$ cat src/rtl/multicycle_ctrl.sv
`timescale 1ns/1ps
// Moore control FSM for the shared multicycle RISC-V datapath (FETCH/DECODE/EXEC/MEM/WB).
// Outputs decode from state (FETCH ir/pc write also follow mem_ready_i); memory waits bounded by MEM_TIMEOUT.
module multicycle_ctrl #(
    parameter int MEM_TIMEOUT = 16,
    parameter int CNT_W       = 32
) (
    input  logic             clk,
    input  logic             rst_n,
    input  logic             run_i,
    input  logic [6:0]       opcode_i,
    input  logic             mem_ready_i,
    output logic             pc_write,
    output logic             pc_write_cond,
    output logic             pc_src,
    output logic             ir_write,
    output logic             iord,
    output logic             mem_read,
    output logic             mem_write,
    output logic             alu_src_a,
    output logic [1:0]       alu_src_b,
    output logic [1:0]       alu_op,
    output logic             reg_write,
    output logic             mem_to_reg,
    output logic             trap,
    output logic [1:0]       trap_cause,
    output logic [3:0]       state_o,
    output logic [CNT_W-1:0] retired_cnt
);

    typedef enum logic [3:0] {
        S_IDLE   = 4'd0,
        S_FETCH  = 4'd1,
        S_DECODE = 4'd2,
        S_EXEC_R = 4'd3,
        S_WB_ALU = 4'd4,
        S_ADDR   = 4'd5,
        S_MEM_RD = 4'd6,
        S_WB_MEM = 4'd7,
        S_MEM_WR = 4'd8,
        S_BRANCH = 4'd9,
        S_TRAP   = 4'd10
    } state_t;

    localparam logic [6:0] OP_R    = 7'b0110011;
    localparam logic [6:0] OP_R32  = 7'b0111011;
    localparam logic [6:0] OP_LOAD = 7'b0000011;
    localparam logic [6:0] OP_STOR = 7'b0100011;
    localparam logic [6:0] OP_BR   = 7'b1100011;

    localparam int                WAIT_W    = $clog2(MEM_TIMEOUT + 1);
    localparam logic [WAIT_W-1:0] WAIT_LAST = WAIT_W'(MEM_TIMEOUT - 1);

    localparam logic [1:0] CAUSE_ILLEGAL = 2'b01;
    localparam logic [1:0] CAUSE_TIMEOUT = 2'b10;

    state_t            state;
    state_t            state_nx;
    logic [WAIT_W-1:0] wait_cnt;
    logic [1:0]        cause_q;
    logic [1:0]        cause_nx;
    logic              retire;
    logic              mem_state;
    logic              timed_out;

    assign mem_state  = (state == S_FETCH) || (state == S_MEM_RD) || (state == S_MEM_WR);
    // Ready arriving on the final allowed cycle wins over the timeout.
    assign timed_out  = !mem_ready_i && (wait_cnt == WAIT_LAST);
    assign trap_cause = cause_q;
    assign state_o    = state;

    always_ff @(posedge clk or negedge rst_n) begin
        if (!rst_n) begin
            state       <= S_IDLE;
            wait_cnt    <= '0;
            cause_q     <= 2'b00;
            retired_cnt <= '0;
        end else begin
            state   <= state_nx;
            cause_q <= cause_nx;
            if (retire) begin
                retired_cnt <= retired_cnt + CNT_W'(1);
            end
            if (state_nx != state) begin
                wait_cnt <= '0;
            end else if (mem_state && !mem_ready_i) begin
                wait_cnt <= wait_cnt + WAIT_W'(1);
            end
        end
    end

    always_comb begin
        state_nx      = state;
        cause_nx      = cause_q;
        retire        = 1'b0;
        pc_write      = 1'b0;
        pc_write_cond = 1'b0;
        pc_src        = 1'b0;
        ir_write      = 1'b0;
        iord          = 1'b0;
        mem_read      = 1'b0;
        mem_write     = 1'b0;
        alu_src_a     = 1'b0;
        alu_src_b     = 2'b00;
        alu_op        = 2'b00;
        reg_write     = 1'b0;
        mem_to_reg    = 1'b0;
        trap          = 1'b0;
        case (state)
            S_IDLE: begin
                if (run_i) state_nx = S_FETCH;
            end
            S_FETCH: begin
                mem_read  = 1'b1;
                alu_src_b = 2'b01;
                ir_write  = mem_ready_i;
                pc_write  = mem_ready_i;
                if (mem_ready_i) begin
                    state_nx = S_DECODE;
                end else if (timed_out) begin
                    state_nx = S_TRAP;
                    cause_nx = CAUSE_TIMEOUT;
                end
            end
            S_DECODE: begin
                // Branch target is precomputed into ALUOut here.
                alu_src_b = 2'b10;
                case (opcode_i)
                    OP_R, OP_R32:     state_nx = S_EXEC_R;
                    OP_LOAD, OP_STOR: state_nx = S_ADDR;
                    OP_BR:            state_nx = S_BRANCH;
                    default: begin
                        state_nx = S_TRAP;
                        cause_nx = CAUSE_ILLEGAL;
                    end
                endcase
            end
            S_EXEC_R: begin
                alu_src_a = 1'b1;
                alu_op    = 2'b10;
                state_nx  = S_WB_ALU;
            end
            S_WB_ALU: begin
                reg_write = 1'b1;
                retire    = 1'b1;
                state_nx  = S_FETCH;
            end
            S_ADDR: begin
                alu_src_a = 1'b1;
                alu_src_b = 2'b10;
                state_nx  = (opcode_i == OP_LOAD) ? S_MEM_RD : S_MEM_WR;
            end
            S_MEM_RD: begin
                mem_read = 1'b1;
                iord     = 1'b1;
                if (mem_ready_i) begin
                    state_nx = S_WB_MEM;
                end else if (timed_out) begin
                    state_nx = S_TRAP;
                    cause_nx = CAUSE_TIMEOUT;
                end
            end
            S_WB_MEM: begin
                reg_write  = 1'b1;
                mem_to_reg = 1'b1;
                retire     = 1'b1;
                state_nx   = S_FETCH;
            end
            S_MEM_WR: begin
                mem_write = 1'b1;
                iord      = 1'b1;
                if (mem_ready_i) begin
                    retire   = 1'b1;
                    state_nx = S_FETCH;
                end else if (timed_out) begin
                    state_nx = S_TRAP;
                    cause_nx = CAUSE_TIMEOUT;
                end
            end
            S_BRANCH: begin
                alu_src_a     = 1'b1;
                alu_op        = 2'b01;
                pc_write_cond = 1'b1;
                pc_src        = 1'b1;
                retire        = 1'b1;
                state_nx      = S_FETCH;
            end
            S_TRAP: begin
                trap = 1'b1;
            end
            default: begin
                state_nx = S_IDLE;
            end
        endcase
    end

endmodule

$ cat config.mk
export PLATFORM = sky130hd
export DESIGN_NAME = multicycle_ctrl
export DESIGN_NICKNAME = d
export VERILOG_FILES = /design/src/rtl/multicycle_ctrl.sv
export SDC_FILE = /design/constraint.sdc
export NUM_CORES = 1
export LEC_CHECK = 0
export BUFFER_PORTS_ARGS = -buffer_cell sky130_fd_sc_hd__buf_2
export CORE_AREA = 2 2 121 76
export CTS_BUF_LIST = sky130_fd_sc_hd__clkbuf_4 sky130_fd_sc_hd__clkbuf_8
export DETAILED_ROUTE_END_ITERATION = 8
export DIE_AREA = 0 0 123 78
export SETUP_SLACK_MARGIN = 0.5
export SYNTH_ARGS = -nofsm -noshare
export SYNTH_HDL_FRONTEND = slang
export SYNTH_SLANG_ARGS = --single-unit
$ cat constraint.sdc
create_clock -name clk -period 7.32 [get_ports clk]
set_clock_uncertainty 0.05 [all_clocks]
set_input_delay 0 -clock clk [delete_from_list [all_inputs] [get_ports clk]]
set_output_delay 0 -clock clk [all_outputs]
set_load 0.05 [all_outputs]
==> results by group, run 1 <==
CTS
  • Sink Count: 43
  • Clock Latency Late Sink: 0.28 ns
  • Clock buffer count from CTS: 5
  • Number of gates resized after cts: 0
  • Htree depth: 2
  • CTS tree: done
  • Root Buffer: clkbuf_8
  • CTS clk-pin slew, worst paths: 0.08 ns
  • Maximum buffer depth of the clock tree: 2

Die
  • FP Rows: 26
  • Starting density of the core: 29.4%
  • Die Y: 78 um
  • Die Wd: 123 um
  • Die Area: 9590 um^2
  • I/O pin total: 64
  • CORE AREA: 8390 um^2

Synthesis
  • FFs w/ async S/R, synth: 100%
  • Post-synth top cells: 43 x dfrtp_1, 30 x nand2_1, 25 x xnor2_1, 23 x nor2_1, 12 x and3_1
  • Share of the synthesized area in the top cell type: 43.6%
  • Top area cells in the synthesized netlist: dfrtp_1 44%, xnor2_1 8.9%, nand2_1 4.6%, nor2_1 3.5%, xor2_1 3.2%
  • Area leader, netlist: dfrtp_1
  • Post-synth net total: 270
  • Mapped cell area: 2470 um^2
  • Most frequent cell after synthesis: dfrtp_1
  • Yosys reg bits: 43
  • Cell count after synthesis: 256
  • Mean Syn Cell Area: 9.63 um^2
  • YS warnings: 0
  • Synth unique cells: 50
  • Sequential cell area fraction in the yosys report: 43.6%
  • Top FF cell, synth: dfrtp_1
  • EDFF count, synth: 0

Layout
  • Layout Area Growth over Synthesis: 19.9%
  • Share of layout cells above drive strength 1: 26.8%
  • Non-Filler Instances: 429
  • Fin area: 2960 um^2
  • Layout Nets: 330
  • Diodes inserted: 0

Route
  • First-pass DRT Iterations: 4
  • Wire per inst: 13.1 um
  • Routed vias/inst: 4.73
  • Iteration-0 DRC Markers: 92
  • Routed Antenna Nets: 0
  • Vias: 2029
  • Post-route DRC: 0
  • Total detailed-routing wirelength: 5630 um

Power
  • VDD IR-drop max: 133 uV
  • Sequential share of power: 36.0%
  • Switching fraction of total power: 47.7%
  • Comb pwr share: 47.3%
  • Net Sw Power: 0.000426 W
  • P_int: 0.000468 W
  • Power Density: 302 nW/um^2
  • Clock share of power: 16.7%
  • Static Leak: 1.42 nW

GRT
  • GRT Resource Usage Total: 12.1%
  • Largest net degree at the start of global routing: 44
  • GR Overflow Total: 0
  • First-pass GRT wire length: 9290 um
  • Initial antenna violation count: 0
  • Vias in the first global route: 1871

Timing
  • Final setup fails: 0
  • Slew Limit Headroom: 36.3%
  • Fmax: 0.362 GHz
  • Hold Slack: 0.104 ns
  • Final min period: 2.76 ns
  • Final slew viol count: 0
  • Worst setup margin: 4.56 ns
  • Hold Vio Cnt, Final: 0
  • Unrepaired setup endpoints after global routing: no
  • Final cycle utilization of the critical path: 37.7%
  • Worst-Margin Slew: 0.956 ns
  • Final setup TNS: 0 ns

Worst setup path
  • R2r startpoint: state_o[0]
  • CP Capture Type: register
  • R2R setup slack: 4.56 ns
  • Worst EP required: 7.44 ns
  • Crit Path Class: register to register
  • Worst Path Max Fanout: 22
  • Signal arrival time at the worst endpoint: 2.89 ns
  • Worst R2R End: wait_cnt[4]
  • CP startpoint: state_o[0]
  • Crit path capture: wait_cnt[4]
  • CP Launch Type: register
  • R2R cell count: 6

Place
  • Placement Cell Area: 2860 um^2
  • Dpl ws: 4.55 ns
  • Placed insts: 420
  • Port Buffer Count: 63
  • Gp weighted congestion: 0.894
  • DP HPWL: 4290 um

Outcome
  • Status: completed

Flow run
  • Max Cap Violations: 0

Hold path
  • Worst min-delay path category: input pin to register
worst max-delay path, stage by stage, from the launching register on:
cell	delay, ns
dfrtp_1	0.78
or4b_4	0.58
a31oi_4	0.35
a211oi_2	0.15
mux2_4	0.23
o2111ai_4	0.15
a2111oi_2	0.37
stage by stage:
stage               utilization [%]  power, W
floorplan                         -  0.000666
global placement               34.1  0.000740
detailed placement             34.1  0.000749
CTS                            35.2  0.000902
global route                   35.2  0.000951
finish                         35.2  0.000893
final cells by class:
type,count,area [um^2]
multi-input combinational,195,1300
clock inverter,1,5.00
clock buffer,7,83.8
fill,859,5440
timing repair buffer,64,325
tap,112,140
sequential,43,1080
inverter,7,26.3
kinds of logic after synthesis:
| logic type | count (synthesis) | share of synthesized area [%] |
|---|---|---|
| multiplexers | 4 | 1.88 |
| buffers and inverters | 18 | 3.60 |
| flip-flops | 43 | 43.6 |
| XOR/XNOR | 34 | 12.1 |
| AND/OR/NAND/NOR | 119 | 26.0 |
| AO/OA/AOI/OAI | 35 | 11.3 |
| adder cells (fa/ha/maj) | 3 | 1.52 |
power groups by stage:
stage | combinational [W] | sequential [W] | clock [W]
after global routing | 0.000449 | 0.000329 | 0.000172
after floorplan | 0.000306 | 0.000360 | 0
after global placement | 0.000418 | 0.000322 | 0
after detailed placement | 0.000423 | 0.000326 | 0
after CTS | 0.000425 | 0.000321 | 0.000156
final | 0.000422 | 0.000322 | 0.000149
what timing repair did:
item,4_1_cts,5_1_grt
hold endpoints to repair,43,0
setup buffers,0,0
setup endpoints to repair,0,0
hold buffers,1,0
cells in the final DEF (no fill, tap or decap), drive strengths merged, types with 2 or more instances in the layout:
| cell | instances |
|---|---|
| a21oi | 8 |
| dfrtp | 43 |
| o21a | 2 |
| o21ai | 8 |
| nand3b | 3 |
| o22ai | 2 |
| ha | 3 |
| clkbuf | 7 |
| nand2 | 30 |
| nand2b | 3 |
| inv | 7 |
| o21bai | 4 |
| buf | 63 |
| a22oi | 2 |
| and3 | 12 |
| nor3 | 10 |
| nand3 | 10 |
| nor2 | 23 |
| or2 | 3 |
| mux2i | 2 |
| or3 | 2 |
| and3b | 2 |
| nand4 | 6 |
| mux2 | 2 |
| nor2b | 3 |
| or4b | 3 |
| a31oi | 2 |
| xnor2 | 25 |
| and2 | 3 |
| xor2 | 9 |
| nor3b | 2 |
| nand4bb | 2 |
state kept, by name (all words and copies together) (netlist names):
signal       cells
retired_cnt     32
state_o          4
trap_cause       2
wait_cnt         5
routing by layer:
layer / vias to the layer above / track usage (%) / wire length [um]
met4: 0 / 2.50 / 35
li1: 1009 / - / -
met3: 4 / 3.09 / 267
met2: 35 / 17.1 / 2400
met1: 981 / 18.4 / 2930
met5: - / 0 / 0
worst min path at each step:
| stage | startpoint | endpoint | slack, ns | cells after the start |
|---|---|---|---|---|
| detailed placement | rst_n | retired_cnt[23] | 0.16 | 1 |
| floorplan | rst_n | retired_cnt[0] | -0.35 | 0 |
| global route | opcode_i[4] | state_o[3] | 0.11 | 5 |
| finish | opcode_i[4] | state_o[3] | 0.10 | 5 |
| global placement | rst_n | retired_cnt[25] | 0.15 | 1 |
| CTS | opcode_i[4] | state_o[3] | 0.10 | 5 |
Note: power is estimated with default switching activity, not from simulation.
==> run 2, diff against run 1 <==
==> constraint.sdc (replaced) <==
create_clock -name clk -period 2.7 [get_ports clk]
set_clock_uncertainty 0.05 [all_clocks]
set_input_delay 0 -clock clk [delete_from_list [all_inputs] [get_ports clk]]
set_output_delay 0 -clock clk [all_outputs]
set_load 0.05 [all_outputs]
==> run 2 against run 1 <==
Effect of this change: via count grew 5.6%; flip-flop and latch count is the same; maximum frequency grew 23%; highest routed layer unchanged; die area is the same; cell count grew 4.0%; combinational power grew to 3.5 times the previous value; worst hold slack gained 0.012 ns.
==> results by group, run 2 (synthesized netlist as in run 1, its figures left out) <==
GRT
  • Vias in the first global route: 2032 (was 1871)
  • GRT Resource Usage Total: 13.3% (was 12.1%)
  • Largest net degree at the start of global routing: 44 (unchanged)
  • GR Overflow Total: 0 (unchanged)
  • Initial antenna violation count: 0 (unchanged)
  • First-pass GRT wire length: 10100 um (was 9290 um)

Worst setup path
  • CP Launch Type: register (unchanged)
  • Worst EP required: 2.82 ns (was 7.44 ns)
  • Slowest stage delay, CP: 0.39 ns (was 0.78 ns)
  • Worst Path Max Fanout: 4 (was 22)
  • R2R cell count: 9 (was 6)
  • CP max-delay cell: dfrtp_1 (unchanged)
  • Crit-path cells: ha_2, and3_4, ha_4, or2_4, a211oi_4, mux2_4, o2111ai_4, buf_6, nor3_2 (was or4b_4, a31oi_4, a211oi_2, mux2_4, o2111ai_4, a2111oi_2)
  • Signal arrival time at the worst endpoint: 2.36 ns (was 2.89 ns)
  • Levels on crit path: 9 (was 6)
  • CP top delay family: simple AND/OR/NAND/NOR gates (was compound AO/OA/AOI/OAI gates)
  • Crit Path Class: register to register (unchanged)
  • CP Capture Type: register (unchanged)
  • Worst path buffer plus inverter count: 1 (was 0)

Die
  • Starting density of the core: 29.4% (unchanged)
  • Die Wd: 123 um (unchanged)
  • CORE AREA: 8390 um^2 (unchanged)
  • Die Y: 78 um (unchanged)
  • Die Area: 9590 um^2 (unchanged)
  • I/O pin total: 64 (unchanged)
  • FP Rows: 26 (unchanged)

Power
  • Sequential share of power: 28.9% (was 36.0%)
  • Clock share of power: 18.4% (was 16.7%)
  • Comb pwr share: 52.7% (was 47.3%)
  • Static Leak: 1.55 nW (was 1.42 nW)
  • P_int: 0.00153 W (was 0.000468 W)
  • Power Density: 867 nW/um^2 (was 302 nW/um^2)
  • Switching fraction of total power: 45.9% (was 47.7%)
  • VDD IR-drop max: 325 uV (was 133 uV)
  • Net Sw Power: 0.00130 W (was 0.000426 W)

Route
  • Total detailed-routing wirelength: 6220 um (was 5630 um)
  • Wire per inst: 13.9 um (was 13.1 um)
  • Routed Antenna Nets: 0 (unchanged)
  • Vias: 2142 (was 2029)
  • Routed vias/inst: 4.80 (was 4.73)
  • First-pass DRT Iterations: 4 (unchanged)
  • Iteration-0 DRC Markers: 114 (was 92)
  • Post-route DRC: 0 (unchanged)

CTS
  • Maximum buffer depth of the clock tree: 2 (unchanged)
  • CTS tree: done (unchanged)
  • Root Buffer: clkbuf_8 (unchanged)
  • Sink Count: 43 (unchanged)
  • Htree depth: 2 (unchanged)
  • Clock buffer count from CTS: 5 (unchanged)
  • CTS clk-pin slew, worst paths: 0.08 ns (about the same)
  • Clock Latency Late Sink: 0.29 ns (was 0.28 ns)

Place
  • DP HPWL: 4370 um (was 4290 um)
  • Port Buffer Count: 63 (unchanged)
  • Dpl ws: 0.271 ns (was 4.55 ns)
  • Gp weighted congestion: 0.854 (was 0.894)

Timing
  • Slew Limit Headroom: 34.2% (was 36.3%)
  • Fmax: 0.447 GHz (was 0.362 GHz)
  • Final slew viol count: 0 (unchanged)
  • Final setup TNS: 0 ns (unchanged)
  • Worst setup margin: 0.461 ns (was 4.56 ns)
  • Final min period: 2.24 ns (was 2.76 ns)
  • Unrepaired setup endpoints after global routing: yes (was no)
  • Final cycle utilization of the critical path: 82.9% (was 37.7%)
  • Final setup fails: 0 (unchanged)
  • Worst-Margin Slew: 0.987 ns (was 0.956 ns)
  • Hold Vio Cnt, Final: 0 (unchanged)

Layout
  • Most frequent cells in the layout: 63 x buf_2, 39 x dfrtp_1, 30 x nand2_1 (was 63 x buf_2, 43 x dfrtp_1, 30 x nand2_1)
  • Max FFs per register: 32 (unchanged)
  • Diodes inserted: 0 (unchanged)
  • Largest Register: retired_cnt (unchanged)
  • Most common cell after layout, fill and taps aside: buf_2 (unchanged)
  • Layout Nets: 347 (was 330)
  • Share of layout cells above drive strength 1: 38.0% (was 26.8%)
  • Layout Area Growth over Synthesis: 32.2% (was 19.9%)

Hold path
  • Hold path depth: 5 (unchanged)
  • Worst min-delay path category: input pin to register (unchanged)

Outcome
  • Status: completed (unchanged)

Flow run
  • Max Cap Violations: 0 (unchanged)
run 2: changes by cell type in the layout (fill, tap and decap cells not counted), sizes merged:
cell	delta
buf	+17
bufinv	+1
clkbuf	-1
run 2: final cells by class:
type | instances | area (um^2)
Tap cell | 112 | 140
Clock inverter | 2 | 35.0
Multi-Input combinational cell | 195 | 1440
Clock buffer | 6 | 82.6
Fill cell | 846 | 5130
Sequential cell | 43 | 1080
Inverter | 7 | 26.3
Timing Repair Buffer | 81 | 457
run 2: what timing repair did:
action	4_1_cts	5_1_grt
endpoints found under the setup margin	11	16
hold endpoints to repair	43	0
hold buffers	1	0
gates resized for setup	10	16
pin swaps	5	9
setup buffers	9	6
run 2: power by group through the flow:
stage          logic, W  registers, W  clock network (W)
2_1_floorplan  0.000839      0.000979                  0
3_3_place_gp    0.00121      0.000842                  0
3_5_place_dp    0.00122      0.000848                  0
4_1_cts         0.00133      0.000815           0.000544
5_1_grt         0.00159      0.000829           0.000566
6_report        0.00149      0.000816           0.000521
run 2: stage by stage:
step                std cells  total power (W)  hold WS (ns)  utilization (%)  cell area [um^2]
floorplan                 256          0.00182        -0.346                -              2490
global placement          422          0.00205         0.163             34.5              2890
detailed placement        422          0.00207         0.174             34.5              2890
CTS                       440          0.00269        0.0943             37.4              3140
global route              446          0.00299         0.135             38.8              3260
finish                    446          0.00283         0.115             38.8              3260
run 2: final timing paths:
check	start	end	slack [ns]
worst max-delay path	wait_cnt[0]	wait_cnt[1]	0.46
worst min-delay path	opcode_i[4]	state_o[3]	0.12
worst max register to register	wait_cnt[0]	wait_cnt[1]	0.46
worst min register to register	retired_cnt[31]	retired_cnt[31]	0.42
max in group asynchronous	rst_n	state_o[3]	1.57
min in group asynchronous	rst_n	retired_cnt[20]	0.36
run 2: worst register-to-register path, stage by stage, from the launching register on:
cell	delay (ns)
dfrtp_1	0.39
ha_2	0.19
and3_4	0.18
ha_4	0.16
or2_4	0.23
a211oi_4	0.27
mux2_4	0.34
o2111ai_4	0.11
buf_6	0.16
nor3_2	0.04
run 2: layer usage:
metal  routed length (um)  global-route usage, %
met5                    0                      0
met4                   46                   3.75
met3                  321                   2.94
met2                 2780                   19.4
met1                 3070                   19.6
==> run 3, diff against run 2 <==
==> constraint.sdc (replaced) <==
create_clock -name clk -period 2.3 [get_ports clk]
set_clock_uncertainty 0.05 [all_clocks]
set_input_delay 0 -clock clk [delete_from_list [all_inputs] [get_ports clk]]
set_output_delay 0 -clock clk [all_outputs]
set_load 0.05 [all_outputs]
==> run 3 against run 2 <==
Effect of this change: sequential share of layout area down 6.5 points; setup slack worse by 0.45 ns; non-clock buffer count up 30; maximum frequency down 2.3%; via count up 6.3%; register-to-register slack worse by 0.45 ns.
==> results by group, run 3 (synthesized netlist as in run 1, its figures left out) <==
Outcome
  • Status: completed (unchanged)

Worst setup path
  • Signal arrival time at the worst endpoint: 2.42 ns (was 2.36 ns)
  • Worst EP required: 2.43 ns (was 2.82 ns)
  • CP Capture Type: register (unchanged)
  • CP startpoint: wait_cnt[1] (was wait_cnt[0])
  • Crit Path Class: register to register (unchanged)
  • Worst Path Max Fanout: 6 (was 4)
  • CP Launch Type: register (unchanged)
  • R2r startpoint: wait_cnt[1] (was wait_cnt[0])

CTS
  • Sink Count: 43 (unchanged)
  • Clock Latency Late Sink: 0.30 ns (was 0.29 ns)
  • Htree depth: 2 (unchanged)
  • Root Buffer: clkbuf_8 (unchanged)
  • CTS clk-pin slew, worst paths: 0.08 ns (about the same)
  • Maximum buffer depth of the clock tree: 2 (unchanged)
  • CTS tree: done (unchanged)
  • Clock buffer count from CTS: 5 (unchanged)

Route
  • Total detailed-routing wirelength: 7190 um (was 6220 um)
  • Routed Antenna Nets: 0 (unchanged)
  • Wire per inst: 15.1 um (was 13.9 um)
  • Post-route DRC: 0 (unchanged)
  • M1 WL: 3580 um (was 3070 um)
  • Vias: 2278 (was 2142)
  • DR WL met2: 3210 um (was 2780 um)
  • First-pass DRT Iterations: 4 (unchanged)
  • DR top layer: met4 (unchanged)
  • Routed vias/inst: 4.79 (was 4.80)
  • WL met3: 346 um (was 321 um)
  • Iteration-0 DRC Markers: 126 (was 114)

Power
  • P_int: 0.00235 W (was 0.00153 W)
  • Comb pwr share: 59.5% (was 52.7%)
  • Sequential share of power: 22.9% (was 28.9%)
  • Pwr Total: 0.00409 W (was 0.00283 W)
  • Switching fraction of total power: 42.6% (was 45.9%)
  • VDD IR-drop max: 579 uV (was 325 uV)
  • Power Density: 1010 nW/um^2 (was 867 nW/um^2)
  • Net Sw Power: 0.00174 W (was 0.00130 W)
  • Clock share of power: 17.6% (was 18.4%)
  • Static Leak: 2.00 nW (was 1.55 nW)

GRT
  • Largest net degree at the start of global routing: 25 (was 44)
  • GRT Resource Usage Total: 14.4% (was 13.3%)
  • Vias in the first global route: 2131 (was 2032)
  • GR Overflow Total: 0 (unchanged)
  • Initial antenna violation count: 0 (unchanged)
  • First-pass GRT wire length: 10900 um (was 10100 um)

Timing
  • Final cycle utilization of the critical path: 99.7% (was 82.9%)
  • Hold Slack: 0.0928 ns (was 0.115 ns)
  • Final setup fails: 0 (unchanged)
  • Slew Limit Headroom: 64.1% (was 34.2%)
  • Worst-Margin Slew: 0.539 ns (was 0.987 ns)
  • Final slew viol count: 0 (unchanged)
  • Fmax: 0.436 GHz (was 0.447 GHz)
  • Final min period: 2.29 ns (was 2.24 ns)
  • Unrepaired setup endpoints after global routing: yes (unchanged)
  • Hold Vio Cnt, Final: 0 (unchanged)

Layout
  • Layout Nets: 377 (was 347)
  • Most common cell after layout, fill and taps aside: buf_2 (unchanged)
  • Diodes inserted: 0 (unchanged)
  • Share of layout cells above drive strength 1: 58.5% (was 38.0%)
  • Largest Register: retired_cnt (unchanged)
  • Most frequent cells in the layout: 53 x buf_2, 39 x dfrtp_1, 30 x buf_6 (was 63 x buf_2, 39 x dfrtp_1, 30 x nand2_1)
  • Fin area: 4050 um^2 (was 3260 um^2)
  • Multi-input logic area: 1810 um^2 (was 1440 um^2)
  • Util after Layout: 48.3% (was 38.8%)
  • Fillers: 802 (was 846)
  • Layout Area Growth over Synthesis: 64.2% (was 32.2%)
  • Max FFs per register: 32 (unchanged)
  • FF+latch area: 1080 um^2 (unchanged)

Place
  • Placement Cell Area: 3030 um^2 (was 2890 um^2)
  • Gp weighted congestion: 0.851 (was 0.854)
  • DP HPWL: 4770 um (was 4370 um)
  • Port Buffer Count: 63 (unchanged)

Hold path
  • Worst min-delay path category: input pin to register (unchanged)
  • HP Start: opcode_i[4] (unchanged)

Flow run
  • Max Cap Violations: 0 (unchanged)

Die
  • CORE AREA: 8390 um^2 (unchanged)
  • Starting density of the core: 29.4% (unchanged)
  • Die Wd: 123 um (unchanged)
  • Die Area: 9590 um^2 (unchanged)
  • Die Y: 78 um (unchanged)
  • FP Rows: 26 (unchanged)
  • I/O pin total: 64 (unchanged)
run 3: cell count changes in the layout (fill, tap and decap cells not counted), sizes merged:
cell,change
buf,+30
bufinv,+1
inv,-1
clkinv,-1
clkinvlp,+1
run 3: layout make-up:
cell class / count / area share [%]
clock buffers: 6 / 1.88
clock inverters: 2 / 1.48
inverters: 7 / 0.741
multi-input cells: 195 / 44.7
flip-flops and latches: 43 / 26.7
well taps: 112 / 3.46
repair buffers: 111 / 21.1
run 3: power by group through the flow:
stage          registers (W)  logic (W)  clock network, W
6_report            0.000936    0.00243          0.000721
5_1_grt             0.000954    0.00257          0.000760
4_1_cts             0.000925    0.00209          0.000734
3_5_place_dp        0.000935    0.00164                 0
3_3_place_gp        0.000930    0.00162                 0
2_1_floorplan        0.00115    0.00105                 0
run 3: worst max-delay path, stage by stage (launching register included):
cell and delay (ns):
dfrtp_1 0.40, ha_2 0.20, and3_4 0.18, ha_4 0.18, or2_4 0.24, a211oi_4 0.27
mux2_4 0.34, o2111ai_4 0.11, buf_6 0.17, nor3_2 0.05
run 3: what timing repair did:
action                                 4_1_cts  5_1_grt
hold buffers                                 1        0
resized for setup                           61       90
pin swaps                                   14       29
setup endpoints to repair                   46       52
setup buffers                               19       12
endpoints found under the hold margin       23        0
run 3: metal layers:
layer | up-vias | global-route usage, %
met5 | - | 0
met4 | 0 | 3.18
met3 | 4 | 4.19
met2 | 50 | 19.8
met1 | 1114 | 21.8
li1 | 1110 | -
run 3: worst paths after layout:
kind                                         to  slack (ns)  cells past startpoint
worst max-delay path                wait_cnt[2]       0.007                      9
max in group asynchronous         trap_cause[1]        1.36                      3
min in group asynchronous       retired_cnt[28]        0.16                      2
worst max register to register      wait_cnt[2]       0.007                      9
worst min-delay path                 state_o[3]        0.09                      5
worst min register to register  retired_cnt[13]        0.44                      1
run 3: through the flow:
stage	setup TNS, ns	worst slack [ns]	cells
after floorplan	-0.0287	-0.0287	256
after global placement	0	0.0112	436
after detailed placement	-0.368	-0.0859	436
after CTS	0	0.0175	464
after global routing	-0.315	-0.0700	476
final	0	0.00703	476
